**config.mk**
```make
export PLATFORM = sky130hd
export DESIGN_NAME = layer_sequencer
export DESIGN_NICKNAME = d
export VERILOG_FILES = /design/src/rtl/layer_sequencer.sv
export SDC_FILE = /design/constraint.sdc
export NUM_CORES = 1
export LEC_CHECK = 0
export BUFFER_PORTS_ARGS = -buffer_cell sky130_fd_sc_hd__buf_2
export CAP_MARGIN = 20
export CORE_MARGIN = 2
export CORE_UTILIZATION = 50
export CTS_CLUSTER_SIZE = 25
export DETAILED_ROUTE_END_ITERATION = 7
export PLACE_DENSITY = 0.83
export SETUP_SLACK_MARGIN = 0.5
export SYNTH_ARGS = -nofsm -noshare
export SYNTH_HDL_FRONTEND = slang
export SYNTH_SLANG_ARGS = --single-unit
```
**constraint.sdc**
```tcl
create_clock -name clk -period 11 [get_ports clk]
set_input_delay 3.3 -clock clk [delete_from_list [all_inputs] [get_ports clk]]
set_output_delay 3.3 -clock clk [all_outputs]
set_load 0.02 [all_outputs]
```
**src/rtl/layer_sequencer.sv**
```systemverilog
// Sequences one shared signed MAC through a fully-connected layer: stream the
// activation/weight pairs, add the bias, apply ReLU, rescale, saturate and write.
//
// state  | meaning
// IDLE   | waiting for start, MAC held clear
// FETCH  | issue activation/weight address i for the current neuron
// DRAIN  | last pair reaches the MAC and is accumulated
// RESULT | MAC output final; activation registered at end of cycle
// WRITE  | out_we for the current neuron, then next neuron or DONE
// DONE   | one-cycle done pulse
module layer_sequencer #(
   parameter int WIDTH     = 8,
   parameter int N_INPUTS  = 16,
   parameter int N_NEURONS = 10,
   parameter int FRAC      = 4,
   parameter int ACC_W     = 2*WIDTH + $clog2(N_INPUTS) + 1
) (
   input  logic                                    clk,
   input  logic                                    aclr,
   input  logic                                    start,
   output logic                                    busy,
   output logic                                    done,
   output logic [$clog2(N_INPUTS)-1:0]             in_addr,
   output logic [$clog2(N_INPUTS*N_NEURONS)-1:0]   w_addr,
   output logic [((N_NEURONS > 1) ? $clog2(N_NEURONS) : 1)-1:0] b_addr,
   input  logic signed [2*WIDTH-1:0]               bias,
   output logic                                    mac_clken,
   output logic                                    mac_sload,
   output logic                                    mac_aclr,
   input  logic signed [ACC_W-1:0]                 mac_result,
   output logic                                    out_we,
   output logic [((N_NEURONS > 1) ? $clog2(N_NEURONS) : 1)-1:0] out_addr,
   output logic signed [WIDTH-1:0]                 out_data
);

   localparam int IW  = $clog2(N_INPUTS);
   localparam int NW  = (N_NEURONS > 1) ? $clog2(N_NEURONS) : 1;
   localparam int WAW = $clog2(N_INPUTS*N_NEURONS);
   localparam logic signed [ACC_W:0] MAX_OUT = (ACC_W+1)'((2**(WIDTH-1)) - 1);

   typedef enum logic [2:0] {
      S_IDLE, S_FETCH, S_DRAIN, S_RESULT, S_WRITE, S_DONE
   } state_t;

   state_t                   r_state, w_next;
   logic [IW-1:0]            r_i;
   logic [NW-1:0]            r_neuron;
   logic [WAW-1:0]           r_waddr;
   logic                     r_clken, r_sload;
   logic signed [WIDTH-1:0]  r_out_data;
   logic signed [ACC_W:0]    w_sum, w_q;
   logic signed [WIDTH-1:0]  w_act;
   logic                     w_last_i, w_last_n;

   assign w_last_i = (r_i == IW'(N_INPUTS - 1));
   assign w_last_n = (r_neuron == NW'(N_NEURONS - 1));

   always_ff @(posedge clk) begin
      if (aclr) begin
         r_state    <= S_IDLE;
         r_i        <= '0;
         r_neuron   <= '0;
         r_waddr    <= '0;
         r_clken    <= 1'b0;
         r_sload    <= 1'b0;
         r_out_data <= '0;
      end else begin
         r_state <= w_next;
         // the MAC sees data one cycle after the address, so enables trail FETCH by one
         r_clken <= (r_state == S_FETCH);
         r_sload <= (r_state == S_FETCH) && (r_i == '0);
         case (r_state)
            S_IDLE: begin
               if (start) begin
                  r_i      <= '0;
                  r_neuron <= '0;
                  r_waddr  <= '0;
               end
            end
            S_FETCH: begin
               r_i     <= w_last_i ? '0 : r_i + 1'b1;
               r_waddr <= r_waddr + 1'b1;
            end
            S_RESULT: r_out_data <= w_act;
            S_WRITE: begin
               if (!w_last_n) r_neuron <= r_neuron + 1'b1;
            end
            default: ;
         endcase
      end
   end

   always_comb begin
      w_next   = r_state;
      busy     = (r_state != S_IDLE);
      done     = 1'b0;
      out_we   = 1'b0;
      mac_aclr = aclr || (r_state == S_IDLE);
      case (r_state)
         S_IDLE:   if (start) w_next = S_FETCH;
         S_FETCH:  if (w_last_i) w_next = S_DRAIN;
         S_DRAIN:  w_next = S_RESULT;
         S_RESULT: w_next = S_WRITE;
         S_WRITE: begin
            out_we = 1'b1;
            w_next = w_last_n ? S_DONE : S_FETCH;
         end
         S_DONE: begin
            done   = 1'b1;
            w_next = S_IDLE;
         end
         default:  w_next = S_IDLE;
      endcase
   end

   always_comb begin
      w_sum = $signed({mac_result[ACC_W-1], mac_result})
            + $signed({{(ACC_W+1-2*WIDTH){bias[2*WIDTH-1]}}, bias});
      w_q   = w_sum >>> FRAC;
      w_act = '0;
      if (w_sum[ACC_W])        w_act = '0;
      else if (w_q > MAX_OUT)  w_act = MAX_OUT[WIDTH-1:0];
      else                     w_act = w_q[WIDTH-1:0];
   end

   assign in_addr   = r_i;
   assign w_addr    = r_waddr;
   assign b_addr    = r_neuron;
   assign out_addr  = r_neuron;
   assign mac_clken = r_clken;
   assign mac_sload = r_sload;
   assign out_data  = r_out_data;

endmodule

```
# After elaboration in Yosys (flattened, before gate mapping)
# Cells that the tools add are included.
# word_totals
ff_bits	29
elab_cells	47
# op_classes
add_sub_neg	4
order_cmp	1
eq_ne	10
mux	15
reduce_logical	10
# ops
cell	count
$mux W8	3
$add A21 B16 Y22	1
$gt A18 B8 Y1 const B	1
$pmux W4 S2	2
$pmux W8 S2	1
$pmux W3 S5	1
$mux W4	3
$mux W3	3
$add A4 B1 Y4 const B	2
$add A8 B1 Y8 const B	1
$eq A4 B4 Y1 const B	2
$eq A3 B2 Y1 const B	2
$eq A3 B3 Y1 const B	2
$ne A2 B2 Y1 const B	3
$logic_not A4 Y1	1
$reduce_and A2 Y1	2
$reduce_bool A2 Y1	2
$eq A3 B1 Y1 const B	1
$logic_not A3 Y1	1
$reduce_and A3 Y1	1
$reduce_bool A3 Y1	1
$mux W1	2
$logic_and A1 B1 Y1	1
$logic_or A1 B1 Y1	1

# Logic depth before layout (Yosys ltp)
# Gate-level depths: netlist of the first run.
# depth
ltp_word	4
ltp_mapped	12
ltp_nobuf	11

# Least setup slack after synthesis of the first run
# OpenSTA, ideal clock, no wires.
# synth_timing
path_kind	input to output
start	input port aclr
end	output port mac_aclr
arrival_ns	3.858
slack_ns	3.842
stages	2
path_buffers	1
path_cell_list	clkbuf_1 or2_2
# synth_between
elab_chain_len	1
# synth_lines
element	line	rtl
start: declaration	19	input logic aclr,
$logic_or A1 B1 Y1	98	mac_aclr = aclr || (r_state == S_IDLE);
end: declaration	29	output logic mac_aclr,
# No other way between the ends.

# Worst setup path after layout of the first run
# Ends and elaborated chain as after synthesis.

==> results.py, run 1 <==
metrics = {
    "outcome": {
        "status": "complete, no violations",
    },
    "worst_setup_path": {
        "reg2reg_setup_slack_ns": 8.75,
        "crit_required_ns": 7.70,
        "worstPathMaxFanout": 29,
        "crit_arrival_ns": 4.11,
        "endpoint": "mac_aclr",
        "worst-setup-path-type": "in2out",
        "crit_start": "aclr",
        "timing.rr.start": "r_state[1]",
        "crit_path_end_kind": "output pin",
        "start_kind": "input port",
        "r2r-end": "out_data[4]",
        "r2r_cells": 5,
    },
    "floorplanning": {
        "start_util_pct": 52.65,
        "num_rows": 25,
        "die_area_um2": 5658,
        "dieHeight_um": 75.22,
        "fp.dieW_um": 75.22,
        "ios": 74,
        "core_area_um2": 4817,
    },
    "synth": {
        "seq_area_frac_synth_pct": 22.89,
        "synth_top_area_share_pct": 22.89,
        "syn_nets": 386,
        "avgSynthCellArea_um2": 7.901,
        "ys_ff_latch": 29,
        "synth-main-ff-cell": "dfxtp_1",
        "async_flop_share_pct": 0,
        "synth_area_um2": 2536,
        "synthTopCellsByArea": "dfxtp_1, ha_1, a21oi_1",
        "yosys_warnings": 0,
        "netlist_instances": 321,
        "synth_edf_count": 0,
        "ys_types": 58,
        "yosysMostFrequentCell": "a21oi_1",
        "yosysTopAreaCell": "dfxtp_1",
        "synthTopCellsByCount": "a21oi_1, dfxtp_1, nand2_1, ha_1, nor2_1",
    },
    "clock_tree": {
        "htreeDepth": 2,
        "clk_pin_slew_ns": 0.07,
        "post-cts-setup-buffers": 0,
        "clockBufferDepth": 2,
        "cts_root_buf": "clkbuf_8",
        "cts_made_buffers": 5,
        "ctsResizeCount": 0,
        "cts_hold_buf": 0,
        "clock_sinks": 29,
        "tritoncts": "built",
        "clk_latency_ns": 0.29,
    },
    "power_and_ir_drop": {
        "ir_drop_uv": 43.46,
        "p_per_area_nw_per_um2": 108.6,
        "p_leak_uw": 0.001363,
    },
    "global_route": {
        "globalRouteOverflowTotal": 0,
        "antenna_found_initial": 0,
        "grt_use_total_pct": 22.64,
        "grt_pass1_wl_um": 10030,
        "grt_pass1_vias": 2314,
        "grt_max_degree": 30,
    },
    "flow_run": {
        "drv_cap": 0,
    },
    "timing": {
        "finalSetupViolCount": 0,
        "post-route-period-util_pct": 67.40,
        "finalHoldViolations": 0,
        "maxSlewViolCount": 0,
        "fin_tns_setup_ns": 0,
        "rsz0062_at_grt": "false",
        "slew-limit-headroom_pct": 55.73,
        "clock-skew-final_ns": 0.007160,
        "timing.final.ws_setup_ns": 3.586,
        "fmax_mhz": 134.9,
        "period_needed_ns": 7.414,
        "worst_pin_slew_ns": 0.6620,
    },
    "layout": {
        "area_delta_synth_final_pct": 17.61,
        "final_core_util_pct": 61.92,
        "fin_nets": 447,
        "fill_cells": 460,
        "stdcell_area_um2": 2983,
        "diodes": 0,
        "fin_cells": 450,
        "drive_gt1_share_pct": 27.15,
    },
    "route": {
        "via_per_inst": 5.733,
        "dr.first_iter.drc_count": 164,
        "drtPass1Iterations": 5,
        "dr_total_vias": 2580,
        "ant_nets": 0,
        "avgRoutedWirePerCell_um": 13.62,
        "drc": 0,
        "drt-total-wl_um": 6131,
    },
    "place": {
        "gp_congestion": 0.8940,
        "place_area_um2": 2897,
        "io_buffers": 73,
        "pre_cts_slack_ns": 3.589,
        "dp.cells": 442,
        "hpwl_um": 4775,
    },
    "worst_hold_path": {
        "hold_class": "reg2reg",
    },
}
## layout make-up
type,instances,area (um^2),share of cell area [%]
clock inverter,3,17.52,0.5872
inverter,11,41.29,1.384
sequential,29,580.6,19.46
clock buffer,5,68.82,2.307
multi-input combinational,261,1818,60.95
timing repair buffer,74,372.9,12.50
tap,67,83.83,2.810
## power breakdown
group | switching, uW | leakage, uW | total (uW) | internal (uW)
sequential | 5.81 | 0.000235 | 116 | 110
combinational | 73.2 | 0.00108 | 121 | 47.5
clock | 43.7 | 0.0000439 | 87.2 | 43.5
## cells in the final DEF (no fill, tap or decap), types with 3 or more instances in the layout
cell type   n
buf_2      73
a21oi_1    39
dfxtp_1    29
nand2_1    26
ha_1       25
nor2_1     23
o21ai_0    17
nor3_1     12
inv_1      10
a21o_1     10
nand3_1     8
a31oi_1     7
xor2_1      7
o211ai_1    6
xnor2_1     6
and3_1      5
nand4_1     5
a211oi_1    5
or3_1       5
clkbuf_8    5
and3b_1     4
or2_2       4
nand3b_1    4
a311oi_2    4
nor3b_1     3
o2111ai_1   3
a211oi_2    3
## state kept, by name, summed over array words and instances, names as in the netlist
signal	cells
mac_clken	1
mac_sload	1
r_state	3
in_addr	4
b_addr	4
w_addr	8
out_data	8
## kinds of logic after synthesis
kind of cell | after synthesis | share of synthesized area, %
muxes | 3 | 1.381
DFF | 29 | 22.89
xor gates and xnor gates | 13 | 4.489
AOI/OAI and AO/OA | 109 | 29.70
buffers and inverters | 31 | 5.427
adders and majority gates | 26 | 12.78
and+or+nand+nor | 110 | 23.34
## worst min path at each step
stage	start	endpoint	slack (ns)	cells past startpoint
floorplan	w_addr[6]	w_addr[6]	0.56	2
global placement	out_data[7]	out_data[7]	0.48	1
detailed placement	w_addr[6]	w_addr[6]	0.49	2
CTS	w_addr[6]	w_addr[6]	0.50	2
global route	out_data[7]	out_data[7]	0.53	1
finish	w_addr[6]	w_addr[6]	0.50	2
## per-stage QoR
step / total power [uW] / hold WS, ns
6_report: 323.9 / 0.5016
5_1_grt: 344.2 / 0.5331
4_1_cts: 325.0 / 0.5046
3_5_place_dp: 237.6 / 0.4879
3_3_place_gp: 234.2 / 0.4817
2_1_floorplan: 207.1 / 0.5624
## layer usage
metal / track usage (%) / up-vias / share of wire (%)
met5: 0 / - / 0
li1: - / 1317 / -
met4: 9.552 / 0 / 2.1
met2: 39.28 / 73 / 49
met1: 27.35 / 1176 / 44
met3: 4.284 / 14 / 4.6
## worst max-delay path, stage by stage
cell and delay, ns:
buf_2 0.46, or2_2 0.20, buf_2 0.15
(Power assumes the default switching activity.)
==> run 2: changes to the inputs <==
==> constraint.sdc (replaced) <==
create_clock -name clk -period 7 [get_ports clk]
set_input_delay 2.1 -clock clk [delete_from_list [all_inputs] [get_ports clk]]
set_output_delay 2.1 -clock clk [all_outputs]
set_load 0.02 [all_outputs]
==> results.py, run 2 (synthesized netlist as in run 1, its figures left out) <==
metrics = {
    "global_route": {
        "grt_pass1_vias": 2277,
        "grt_max_degree": 30,
        "globalRouteOverflowTotal": 0,
        "antenna_found_initial": 0,
        "grt_pass1_wl_um": 9839,
        "grt_use_total_pct": 21.92,
    },
    "layout": {
        "drive_gt1_share_pct": 27.15,
        "stdcell_area_um2": 2983,
        "area_delta_synth_final_pct": 17.61,
        "layout_commonest_cell": "buf_2",
        "fin_cells": 450,
        "mostFrequentLayoutCells": "buf_2, a21oi_1, dfxtp_1, nand2_1, ha_1",
        "fin_nets": 447,
        "diodes": 0,
    },
    "power_and_ir_drop": {
        "ir_drop_uv": 91.66,
        "p_per_area_nw_per_um2": 169.6,
        "p_leak_uw": 0.001363,
        "totalPowerFinal_uw": 506.0,
    },
    "route": {
        "drc": 0,
        "drt-total-wl_um": 6008,
        "met3_length_um": 320,
        "drtPass1Iterations": 4,
        "dr_total_vias": 2627,
        "wl_met1_um": 2652,
        "ant_nets": 0,
        "avgRoutedWirePerCell_um": 13.35,
        "via_per_inst": 5.838,
        "top_layer": "met4",
        "dr.first_iter.drc_count": 149,
        "met2_length_um": 2944,
    },
    "floorplanning": {
        "core_area_um2": 4817,
        "die_area_um2": 5658,
        "ios": 74,
        "fp.dieW_um": 75.22,
        "start_util_pct": 52.65,
        "dieHeight_um": 75.22,
        "num_rows": 25,
    },
    "timing": {
        "fin_tns_setup_ns": 0,
        "finalHoldViolations": 0,
        "whs_ns": 0.4927,
        "clock-skew-final_ns": 0.008688,
        "worst_pin_slew_ns": 0.6342,
        "rsz0062_at_grt": "false",
        "finalSetupViolCount": 0,
        "maxSlewViolCount": 0,
        "post-route-period-util_pct": 71.77,
        "period_needed_ns": 5.024,
        "slew-limit-headroom_pct": 57.59,
        "fmax_mhz": 199.0,
    },
    "clock_tree": {
        "post-cts-setup-buffers": 0,
        "cts_made_buffers": 5,
        "cts_root_buf": "clkbuf_8",
        "clk_latency_ns": 0.29,
        "clock_sinks": 29,
        "tritoncts": "built",
        "ctsResizeCount": 0,
        "clockBufferDepth": 2,
        "htreeDepth": 2,
        "cts_hold_buf": 0,
        "clk_pin_slew_ns": 0.06,
    },
    "place": {
        "hpwl_um": 4708,
        "place_area_um2": 2897,
        "io_buffers": 73,
        "gp_congestion": 0.8914,
        "dp.cells": 442,
    },
    "worst_setup_path": {
        "worstPathMaxFanout": 29,
        "crit_slowest_cell": "buf_2",
        "crit_arrival_ns": 2.92,
        "start_kind": "input port",
        "crit_path_end_kind": "output pin",
        "cpPeakStageDelay_ns": 0.46,
        "worst_path_most_repeated_cell": "buf_2",
        "crit_required_ns": 4.90,
        "worst-setup-path-type": "in2out",
        "cp_cell_sequence": "buf_2 -> or2_2 -> buf_2",
    },
    "outcome": {
        "status": "complete, no violations",
    },
    "flow_run": {
        "drv_cap": 0,
    },
    "worst_hold_path": {
        "hold_class": "reg2reg",
    },
}
## run 2: cell counts in the layout (fill, tap and decap cells not counted)
No cell type changed its count.
## run 2: stage by stage
stage | worst slack, ns | util [%]
after floorplan | 2.242 | -
after global placement | 1.985 | 60.13
after detailed placement | 1.922 | 60.13
after CTS | 1.981 | 61.92
after global routing | 1.920 | 61.92
final | 1.976 | 61.92
## run 2: layer usage
layer	GRT usage, %	vias up
li1	-	1320
met1	27.66	1202
met2	37.23	95
met3	4.685	10
met4	7.212	0
met5	0	-
## run 2: final timing paths
path / start / end / slack, ns / depth (start not counted)
max: aclr / mac_aclr / 1.98 / 3
min: out_data[7] / out_data[7] / 0.49 / 1
max reg2reg: r_state[1] / out_data[4] / 4.77 / 5
min reg2reg: out_data[7] / out_data[7] / 0.49 / 1
## run 2: layout make-up
cell class	count	area, um^2
sequential	29	580.6
clock buffer	5	68.82
tap	67	83.83
inverter	11	41.29
timing repair buffer	74	372.9
clock inverter	3	17.52
multi-input combinational	261	1818
fill	467	1834
## run 2: report_power, final
group | internal [uW] | total, uW | switching (uW)
combinational | 74.6 | 190 | 116
sequential | 173 | 182 | 9.23
clock | 68.3 | 133 | 64.9
total | 316 | 506 | 190
## run 2: worst max-delay path: cells and delay by family
kind / cells / cell delay [ns]
buffers and inverters: 2 / 0.61
and+or+nand+nor: 1 / 0.20
==> run 3: changes to the inputs <==
==> constraint.sdc (replaced) <==
create_clock -name clk -period 5.1 [get_ports clk]
set_input_delay 1.53 -clock clk [delete_from_list [all_inputs] [get_ports clk]]
set_output_delay 1.53 -clock clk [all_outputs]
set_load 0.02 [all_outputs]
==> results.py, run 3 (synthesized netlist as in run 1, its figures left out) <==
metrics = {
    "outcome": {
        "status": "complete, no violations",
    },
    "clock_tree": {
        "clockBufferDepth": 2,
        "clk_pin_slew_ns": 0.06,
        "cts_hold_buf": 0,
        "tritoncts": "built",
        "cts_root_buf": "clkbuf_8",
        "clock_sinks": 29,
        "cts_made_buffers": 5,
        "htreeDepth": 2,
        "clk_latency_ns": 0.29,
    },
    "layout": {
        "drive_gt1_share_pct": 26.89,
        "fin_nets": 447,
        "area_delta_synth_final_pct": 19.29,
        "diodes": 0,
        "mostFrequentLayoutCells": "buf_2, a21oi_1, dfxtp_1, nand2_1, ha_1",
        "layout_commonest_cell": "buf_2",
    },
    "timing": {
        "period_needed_ns": 4.280,
        "worst_pin_slew_ns": 0.6365,
        "post-route-period-util_pct": 83.92,
        "fin_tns_setup_ns": 0,
        "rsz0062_at_grt": "false",
        "clock-skew-final_ns": 0.01089,
        "maxSlewViolCount": 0,
        "slew-limit-headroom_pct": 57.44,
        "finalHoldViolations": 0,
        "finalSetupViolCount": 0,
        "fmax_mhz": 233.6,
    },
    "power_and_ir_drop": {
        "p_comb_share_pct": 34.8,
        "pwr-share-seq_pct": 33.0,
        "totalPowerFinal_uw": 758.4,
        "switching_share_pct": 34.16,
        "ir_drop_uv": 120.3,
        "clkPwrFrac_pct": 32.2,
        "p_per_area_nw_per_um2": 250.7,
        "p_leak_uw": 0.001377,
        "p_int_uw": 499.3,
        "power.switching_uw": 259.1,
    },
    "floorplanning": {
        "start_util_pct": 52.65,
        "core_area_um2": 4817,
        "die_area_um2": 5658,
        "fp.dieW_um": 75.22,
        "dieHeight_um": 75.22,
        "num_rows": 25,
        "ios": 74,
    },
    "global_route": {
        "grt_pass1_vias": 2302,
        "globalRouteOverflowTotal": 0,
        "antenna_found_initial": 0,
        "grt_pass1_wl_um": 10150,
        "grt_use_total_pct": 22.66,
        "grt_max_degree": 30,
    },
    "worst_setup_path": {
        "worstPathMaxFanout": 7,
        "crit_required_ns": 5.24,
        "crit_arrival_ns": 4.42,
        "crit_path_end_kind": "register",
        "start_kind": "input port",
        "worst-setup-path-type": "in2reg",
    },
    "place": {
        "gp_congestion": 0.9182,
        "hpwl_um": 4711,
        "io_buffers": 73,
    },
    "route": {
        "drc": 0,
        "drt-total-wl_um": 6139,
        "drtPass1Iterations": 4,
        "ant_nets": 0,
        "dr_total_vias": 2617,
        "dr.first_iter.drc_count": 184,
        "avgRoutedWirePerCell_um": 13.64,
        "via_per_inst": 5.816,
    },
    "worst_hold_path": {
        "hold_class": "reg2reg",
    },
    "flow_run": {
        "drv_cap": 0,
    },
}
## run 3: changes by cell type in the layout (fill, tap and decap cells not counted)
cell,delta
clkbuf_8,+1
a2111oi_4,+1
clkbuf_1,+1
clkinv_2,-2
bufinv_16,+1
a2111oi_2,-1
clkinvlp_4,-1
## run 3: layer usage
layer	vias to the layer above	track usage, %	routed length, um
met5	-	0	0
met4	0	7.602	95
met3	10	4.284	286
met2	74	38.99	3009
met1	1215	28.43	2747
li1	1318	-	-
## run 3: metrics by stage
| stage | cell area, um^2 | setup slack [ns] | hold slack (ns) | instances | util [%] |
|---|---|---|---|---|---|
| after detailed placement | 2897 | 0.5008 | 0.4863 | 442 | 60.13 |
| after floorplan | 2536 | 0.9461 | 0.5624 | 321 | - |
| after CTS | 3013 | 0.7932 | 0.5029 | 450 | 62.55 |
| final | 3025 | 0.8201 | 0.5060 | 450 | 62.81 |
| after global routing | 3025 | 0.5637 | 0.5068 | 450 | 62.81 |
| after global placement | 2897 | 0.6093 | 0.4771 | 442 | 60.13 |
## run 3: what timing repair did
action / in CTS / in global routing
buffers inserted: 0 / 0
endpoints found under the setup margin: 0 / 3
gates resized for setup: 0 / 1
## run 3: cell type report
cell class	instances	area [um^2]
inverter	11	41.29
timing repair buffer	74	372.9
sequential	29	580.6
clock inverter	1	30.03
fill	450	1792
multi-input combinational	261	1831
tap	67	83.83
clock buffer	7	86.33
## run 3: critical path: stages
cell and delay [ns]:
buf_2 0.10, ha_1 0.38, a21oi_1 0.26, o211ai_1 0.23, o21a_1 0.23, or3_1 0.30, a22oi_1 0.20, o211ai_1 0.19
a2111oi_4 0.41, maj3_2 0.28, mux2_4 0.21, a311oi_2 0.10
## run 3: worst paths after layout
path / cells after the start / end / start / slack [ns]
max: 12 / out_data[6] / bias[8] / 0.82
min: 1 / out_data[7] / out_data[7] / 0.51
max reg2reg: 5 / out_data[4] / r_state[1] / 2.89
min reg2reg: 1 / out_data[7] / out_data[7] / 0.51
## run 3: power groups by stage
stage	Sequential [uW]	Clock, uW	Combinational [uW]
after floorplan	258	0	188
after global placement	254	0	252
after detailed placement	255	0	259
after CTS	250	248	260
after global routing	253	257	294
final	250	244	264
